<file path="config.mk">
export PLATFORM = sky130hd
export DESIGN_NAME = avg_decim
export DESIGN_NICKNAME = d
export VERILOG_FILES = /design/src/rtl/avg_decim.sv
export SDC_FILE = /design/constraint.sdc
export NUM_CORES = 1
export LEC_CHECK = 0
export CELL_PAD_IN_SITES_DETAIL_PLACEMENT = 1
export CELL_PAD_IN_SITES_GLOBAL_PLACEMENT = 2
export CORE_MARGIN = 1.5
export CORE_UTILIZATION = 37
export CTS_BUF_LIST = sky130_fd_sc_hd__clkbuf_2 sky130_fd_sc_hd__clkbuf_4 sky130_fd_sc_hd__clkbuf_8
export DETAILED_ROUTE_END_ITERATION = 10
export PLACE_DENSITY = 0.88
export SLEW_MARGIN = 20
export SYNTH_ARGS = -nofsm -noshare
export SYNTH_HDL_FRONTEND = slang
export SYNTH_SLANG_ARGS = --single-unit
</file>
<file path="constraint.sdc">
create_clock -name clk -period 8.85 [get_ports clk]
set_input_delay 0.885 -clock clk [delete_from_list [all_inputs] [get_ports clk]]
set_output_delay 0.885 -clock clk [all_outputs]
set_load 0.05 [all_outputs]
</file>
<file path="src/rtl/avg_decim.sv">
// Integrate-and-dump decimator: averages every DECIM valid samples with
// round-half-up, presenting each result behind a valid/ready output register.
module avg_decim #(
  parameter int DECIM      = 4,
  parameter int LOG2_DECIM = 2
) (
  input  logic                  clk,
  input  logic                  reset,
  input  logic                  in_valid,
  input  logic [24:0]           data_in,
  input  logic                  out_ready,
  output logic                  out_valid,
  output logic [24:0]           data_out,
  output logic                  overrun,
  input  logic                  clear_ovr,
  output logic [LOG2_DECIM-1:0] phase
);

  localparam int AW = 25 + LOG2_DECIM;
  localparam int SW = 26 + LOG2_DECIM;
  localparam logic signed [SW-1:0] SAT_MAX = SW'(16777215);
  localparam logic signed [SW-1:0] SAT_MIN = SW'(-16777216);

  logic signed [AW-1:0]   r_acc;
  logic [LOG2_DECIM-1:0]  r_phase;
  logic                   r_out_valid;
  logic [24:0]            r_data_out;
  logic                   r_overrun;

  logic                   w_last;
  logic                   w_dump;
  logic                   w_xfer;
  logic                   w_can_load;
  logic signed [SW-1:0]   w_sum;
  logic signed [SW-1:0]   w_rounded;
  logic signed [SW-1:0]   w_shifted;
  logic [24:0]            w_result;

  assign w_last     = (r_phase == LOG2_DECIM'(DECIM - 1));
  assign w_dump     = in_valid && w_last;
  assign w_xfer     = r_out_valid && out_ready;
  assign w_can_load = !r_out_valid || out_ready;

  // One extra bit beyond the accumulator so the rounding bias can never wrap.
  assign w_sum     = {{(SW-AW){r_acc[AW-1]}}, r_acc} + {{(SW-25){data_in[24]}}, data_in};
  assign w_rounded = w_sum + SW'(DECIM / 2);
  assign w_shifted = w_rounded >>> LOG2_DECIM;

  always_comb begin
    w_result = w_shifted[24:0];
    if (w_shifted > SAT_MAX) begin
      w_result = SAT_MAX[24:0];
    end else if (w_shifted < SAT_MIN) begin
      w_result = SAT_MIN[24:0];
    end
  end

  always_ff @(posedge clk) begin
    if (!reset) begin
      r_acc       <= '0;
      r_phase     <= '0;
      r_out_valid <= 1'b0;
      r_data_out  <= '0;
      r_overrun   <= 1'b0;
    end else begin
      if (in_valid) begin
        if (w_last) begin
          r_acc   <= '0;
          r_phase <= '0;
        end else begin
          r_acc   <= w_sum[AW-1:0];
          r_phase <= r_phase + LOG2_DECIM'(1);
        end
      end

      // A result arriving while the old one is still held is dropped.
      if (w_dump && w_can_load) begin
        r_data_out  <= w_result;
        r_out_valid <= 1'b1;
      end else if (w_xfer) begin
        r_out_valid <= 1'b0;
      end

      if (w_dump && !w_can_load) begin
        r_overrun <= 1'b1;
      end else if (clear_ovr) begin
        r_overrun <= 1'b0;
      end
    end
  end

  assign out_valid = r_out_valid;
  assign data_out  = r_data_out;
  assign overrun   = r_overrun;
  assign phase     = r_phase;

endmodule

</file>
==> After elaboration in Yosys (flattened, before gate mapping) <==
Index checks and enable logic that the tools add are counted.
{ "totals": {"n_memories": 0, "ram_bits": 0, "elab_cells": 28, "inputBits": 30, "output_inout_bits": 29, "ff_bits": 56, "mem_bits_ro": 0, "latchBits": 0} }
{ "classes": {"n_div": 0, "n_bitwise": 0, "n_addsub": 3, "eq_ne": 1, "n_mul": 0, "n_reduce_logical": 9, "shift": 0, "order_cmp": 2, "n_mux": 8} }
{ "ops": {"columns": ["operator", "n"], "rows": [
  ["2-to-1 mux 25 bit", 2],
  ["adder 27 x 25 -> 28 bit", 1],
  ["adder 28 x 3 -> 28 bit (second input constant)", 1],
  ["2-to-1 mux 27 bit", 1],
  ["> comparator 26 x 25 -> 1 bit (second input constant)", 1],
  ["less-than comparator 26 x 25 -> 1 bit (second input constant)", 1],
  ["logical AND 1 bit", 4],
  ["2-to-1 mux 1 bit", 4],
  ["nonzero test 2 bit", 2],
  ["adder 2 x 1 -> 2 bit (second input constant)", 1],
  ["== test 2 bit (second input constant)", 1],
  ["zero test 1 bit", 2],
  ["2-to-1 mux 2 bit", 1],
  ["logical OR 1 bit", 1]
]} }

==> Depth between registers and ports, before layout <==
{ "depth": {"depth_word": 5, "depth_mapped": 14, "mapped_depth_nobuf": 12} }

==> Least setup slack after synthesis <==
OpenSTA, ideal clock, no wires.
{ "synth_path": {"path_kind": "input port to flip-flop", "from": "input port data_in[0]", "to": "register r_data_out[13] (netlist: data_out[13])", "setup_slack_ns": 4.563, "setup_ns": 0.117, "path_stages": 13, "t_required_ns": 8.733, "t_arrival_ns": 4.170, "path_buffers": 1, "path_cell_list": "ha_1 fa_1 a21o_1 a221o_2 a31oi_4 o21ai_1 xor2_1 nand4_2 or4b_1 buf_4 a211o_4 nor3b_4 a22o_1"} }
{ "synth_via": {"elab_chain_cells": 5, "word_cells_on_any_way": 6, "cone_classes": "add/sub (2); order compare (2); mux (2)"} }
{ "synth_lines": {"columns": ["element", "line", "source"], "rows": [
  ["start: declaration", "10", "input logic [24:0] data_in,"],
  ["adder 27 x 25 -> 28 bit (*)", "45", "assign w_sum = {{(SW-AW){r_acc[AW-1]}}, r_acc} + {{(SW-25){data_in[24]}}, data_in};"],
  ["adder 28 x 3 -> 28 bit (*)", "46", "assign w_rounded = w_sum + SW'(DECIM / 2);"],
  ["less-than comparator 26 x 25 -> 1 bit", "53", "end else if (w_shifted < SAT_MIN) begin"],
  ["2-to-1 mux 25 bit", "53", null],
  ["2-to-1 mux 25 bit (*)", "51", "if (w_shifted > SAT_MAX) begin"],
  ["end signal: assignment", "78", "r_data_out <= w_result;"],
  ["end: declaration", "27", "logic [24:0] r_data_out;"]
]} }
Every way passes the cells marked *; elsewhere a longest branch is shown, timed or not.
A chain may end at the register's enable or synchronous reset.

==> Final worst setup path <==
{ "layout_path": {"from": "input port data_in[0]", "to": "register r_data_out[12] (netlist: data_out[12])"} }
The elaborated chain is that of the path after synthesis.

==> impl_results.md <==
* CTS sink cnt at 56
* Total setup buffers inserted after CTS at 0
* P&R area growth vs syn at 15.96%
* Setup CP Type: in2reg
* Vias in the first global route at ~4,500
* Status: finished, final reports clean
* Via count at 4,443
* Clock skew at ~0.012 ns
* DIE WIDTH at between 100 and 150 µm
* Initial drt markers at 190
* Post-synth top area share at 0.2388
* Worst path max stage delay at roughly 0.7 ns
* Cells after Synth at ~570
* Worst Hold Class: reg2reg
* Worst hold-check slack at 0.4794 ns
* Final instance area at ~5400 µm²
* Total congestion overflow at 0
* Final worst slack at about 3.9 ns
* Critical path startpoint: data_in[0]
* Hold depth at 2
* Cell area after synthesis at around 4700 µm²
* First-pass GRT wire length at around 23 mm
* Worst-Margin Slew at roughly 0.92 ns
* Layout cells sized above 1 at 0.09180
* Slowest-stage cell, CP: or4b_1
* Depth of the worst register-to-register path at 12
* Slew Limit Fails at 0
* Post-synth EDFFs at 0
* Clk slew on worst S/H paths at roughly 0.11 ns
* Core Box Area at roughly 12,000 µm²
* DR DRC count at 0
* Worst EP arrival at 5.15 ns
* Initial antenna violation count at 0
* Kind of cell adding the most delay to the critical path: compound AO/OA/AOI/OAI gates
* Seq/Total Area, Yosys at 0.2388
* # nets final at 669
* FF+latch count, synth at 56
* Setup crit end kind: flop
* RSZ-0062 raised after global routing: false
* Max-slew headroom at 0.3879
* Final Hold Fails at 0
* Post-synth top flop: dfxtp_1
* Worst setup SP type: primary input
* Via-to-Cell Ratio at about 5.7
* Post-cts sizing count at 0
* HPWL Detailed at around 11 mm
* # diodes at 0
* Worst reg2reg startpoint: r_acc[0]
* DIE AREA at approximately 13,000 µm²
* DR pass1 iterations at 4
* Critical path depth at 13
* Tcrit/Tclk final at 0.5579
* # hold bufs at CTS at 0
* Peak fanout along the critical path at 14
* Max Cap Viol at 0
* Row cnt at 40
* CTS buffer count at 5
* RR Endpoint: data_out[12]
* PD cells at around 170 nW/µm²
* RD Place Congestion at approximately 0.92
* Post-layout min period at between 4 and 5 ns
* Io pins at 59
* Finished Core Util at 0.4458
* Clk buf depth at 2
* Fmax at 202.5 MHz
* Largest net degree at the start of global routing at 50
* Leakage power at approximately 2 nW
* CTS tree: yes
* Setup crit end: data_out[12]
* Area post-placement at approximately 5300 µm²
* Routed len/inst at 18.08 µm
* CP Cell Sequence: clkdlybuf4s50_1 -> ha_1 -> fa_1 -> a21o_1 -> a221o_2 -> a31oi_4 -> o21ai_1 -> xor2_1 -> nand4_2 -> or4b_1 -> o31ai_4 -> and2_4 -> a31oi_2
* Peak VDD IR at a little over 0.08 mV
* Total negative slack at 0 ns
* WP data required at a little over 9 ns
* Bufs and invs on worst path at 1
* Number of routed nets with antenna violations at 0
* Drt total wl at approximately 14 mm
* Synth area leader: dfxtp_1
* Root Buffer: clkbuf_8
* Share of flip-flops with an asynchronous set or reset at 0
* # setup viols final at 0
* Port Buffers at between 50 and 60
* Syn Area/Cell at between 8 and 9 µm²
* Synth area leaders: dfxtp_1 24%, ha_1 7.7%, a21oi_1 4.6%
* Overall fraction of global-route tracks in use at 0.2150
* R2r setup slk at 4.61 ns
* H-tree Lvls at 2
* Chip Height at between 100 and 150 µm
* Place WS at between 3 and 4 ns
* Ys Warns at 0
* Skew-Pair Late Insertion Delay at around 0.34 ns
* Initial Util at 0.3844
* Library cells used by synthesis at 84
* Mapped Nets at about 630
==> stage by stage <==
stage	total power, W	instances
2_1_floorplan	0.0006609	571
3_3_place_gp	0.0007631	770
3_5_place_dp	0.0007793	770
4_1_cts	0.0009436	778
5_1_grt	0.001006	778
6_report	0.0009401	778
==> cells in the final DEF, fill, tap and decap left out, drive strengths merged, types with 3 or more instances in the layout <==
cell / count
dfxtp: 56
o31ai: 3
clkbuf: 5
ha: 29
xor2: 16
nor2b: 32
nand3: 23
o22ai: 19
inv: 21
nand4b: 4
o211ai: 6
o211a: 4
nor2: 18
xnor2: 23
o21ai: 39
nand2b: 9
buf: 4
a311oi: 4
a22o: 8
a21boi: 4
nor4: 7
nor3: 10
a221o: 3
a211oi: 3
and4: 5
or3: 4
and2: 18
a31oi: 15
and3: 5
o21a: 6
a22oi: 3
a21o: 8
a211o: 4
nand2: 47
nand4: 12
clkdlybuf4s50: 58
a21oi: 44
==> cell type report <==
cell class                 instances  area (µm²)
tap                              168       210.2
inverter                          20       75.07
clock inverter                     3       27.53
sequential                        56        1121
timing repair buffer              62       610.6
fill                            1530        6768
clock buffer                       5       68.82
multi-input combinational        464        3331
==> Yosys cell counts, types with 6 or more instances <==
| library cell | count |
|---|---|
| buf_4 | 8 |
| o21ai_0 | 27 |
| nor3_1 | 8 |
| inv_1 | 19 |
| xor2_1 | 16 |
| a21oi_1 | 43 |
| nor2_1 | 18 |
| nand3_1 | 21 |
| dfxtp_1 | 56 |
| xnor2_1 | 23 |
| a31oi_2 | 10 |
| buf_2 | 6 |
| a22o_1 | 8 |
| ha_1 | 29 |
| nor4_1 | 6 |
| nand2_1 | 44 |
| o21ai_1 | 9 |
| nand4_1 | 11 |
| and2_1 | 17 |
| a21o_1 | 8 |
| o21a_1 | 6 |
| nor2b_1 | 32 |
| clkbuf_1 | 14 |
| o22ai_1 | 19 |
| nand2b_1 | 9 |
==> cell families after synthesis <==
kind of cell    synth area share
xor+xnor                 0.07276
mux                     0.004265
simple gates              0.2537
compound gates            0.2966
flops                     0.2388
fa+ha+maj                0.08156
buf+inv                  0.05224
==> how the worst min path moves through the flow <==
| stage | start | end | slack, ns |
|---|---|---|---|
| floorplan | r_acc[12] | r_acc[12] | 0.58 |
| global placement | data_out[24] | data_out[24] | 0.47 |
| detailed placement | data_out[24] | data_out[24] | 0.47 |
| CTS | data_out[24] | data_out[24] | 0.48 |
| global route | data_out[24] | data_out[24] | 0.50 |
| finish | data_out[24] | data_out[24] | 0.48 |
==> worst register-to-register path: stages (launching register included) <==
cell and delay (ns):
dfxtp_1 0.34, ha_1 0.22, fa_1 0.41, a21o_1 0.23, a221o_2 0.39, a31oi_4 0.26, o21ai_1 0.11, xor2_1 0.31
nand4_2 0.17, or4b_1 0.68, o31ai_4 0.53, and2_4 0.37, a31oi_2 0.12
==> report_power, final <==
part	switching [W]	total, W	leakage [nW]	internal [W]
Combinational	0.000312	0.000496	1.50	0.000184
Sequential	0.0000101	0.000281	0.457	0.000271
Clock	0.000104	0.000163	0.0463	0.0000586
Total	0.000427	0.000940	2.00	0.000513
==> sequential cells by signal (all words and copies together), names as in the netlist <==
register,count
overrun,1
phase,2
r_acc,27
data_out,25
out_valid,1
==> metal layers <==
layer,vias to the layer above,routed length [µm],track usage
met2,85,6557,0.3696
met4,0,125,0.05528
met5,-,0,0
met3,7,574,0.01726
met1,2162,6808,0.2920
li1,2189,-,-
No activity file was read; power rests on OpenSTA's default activity.
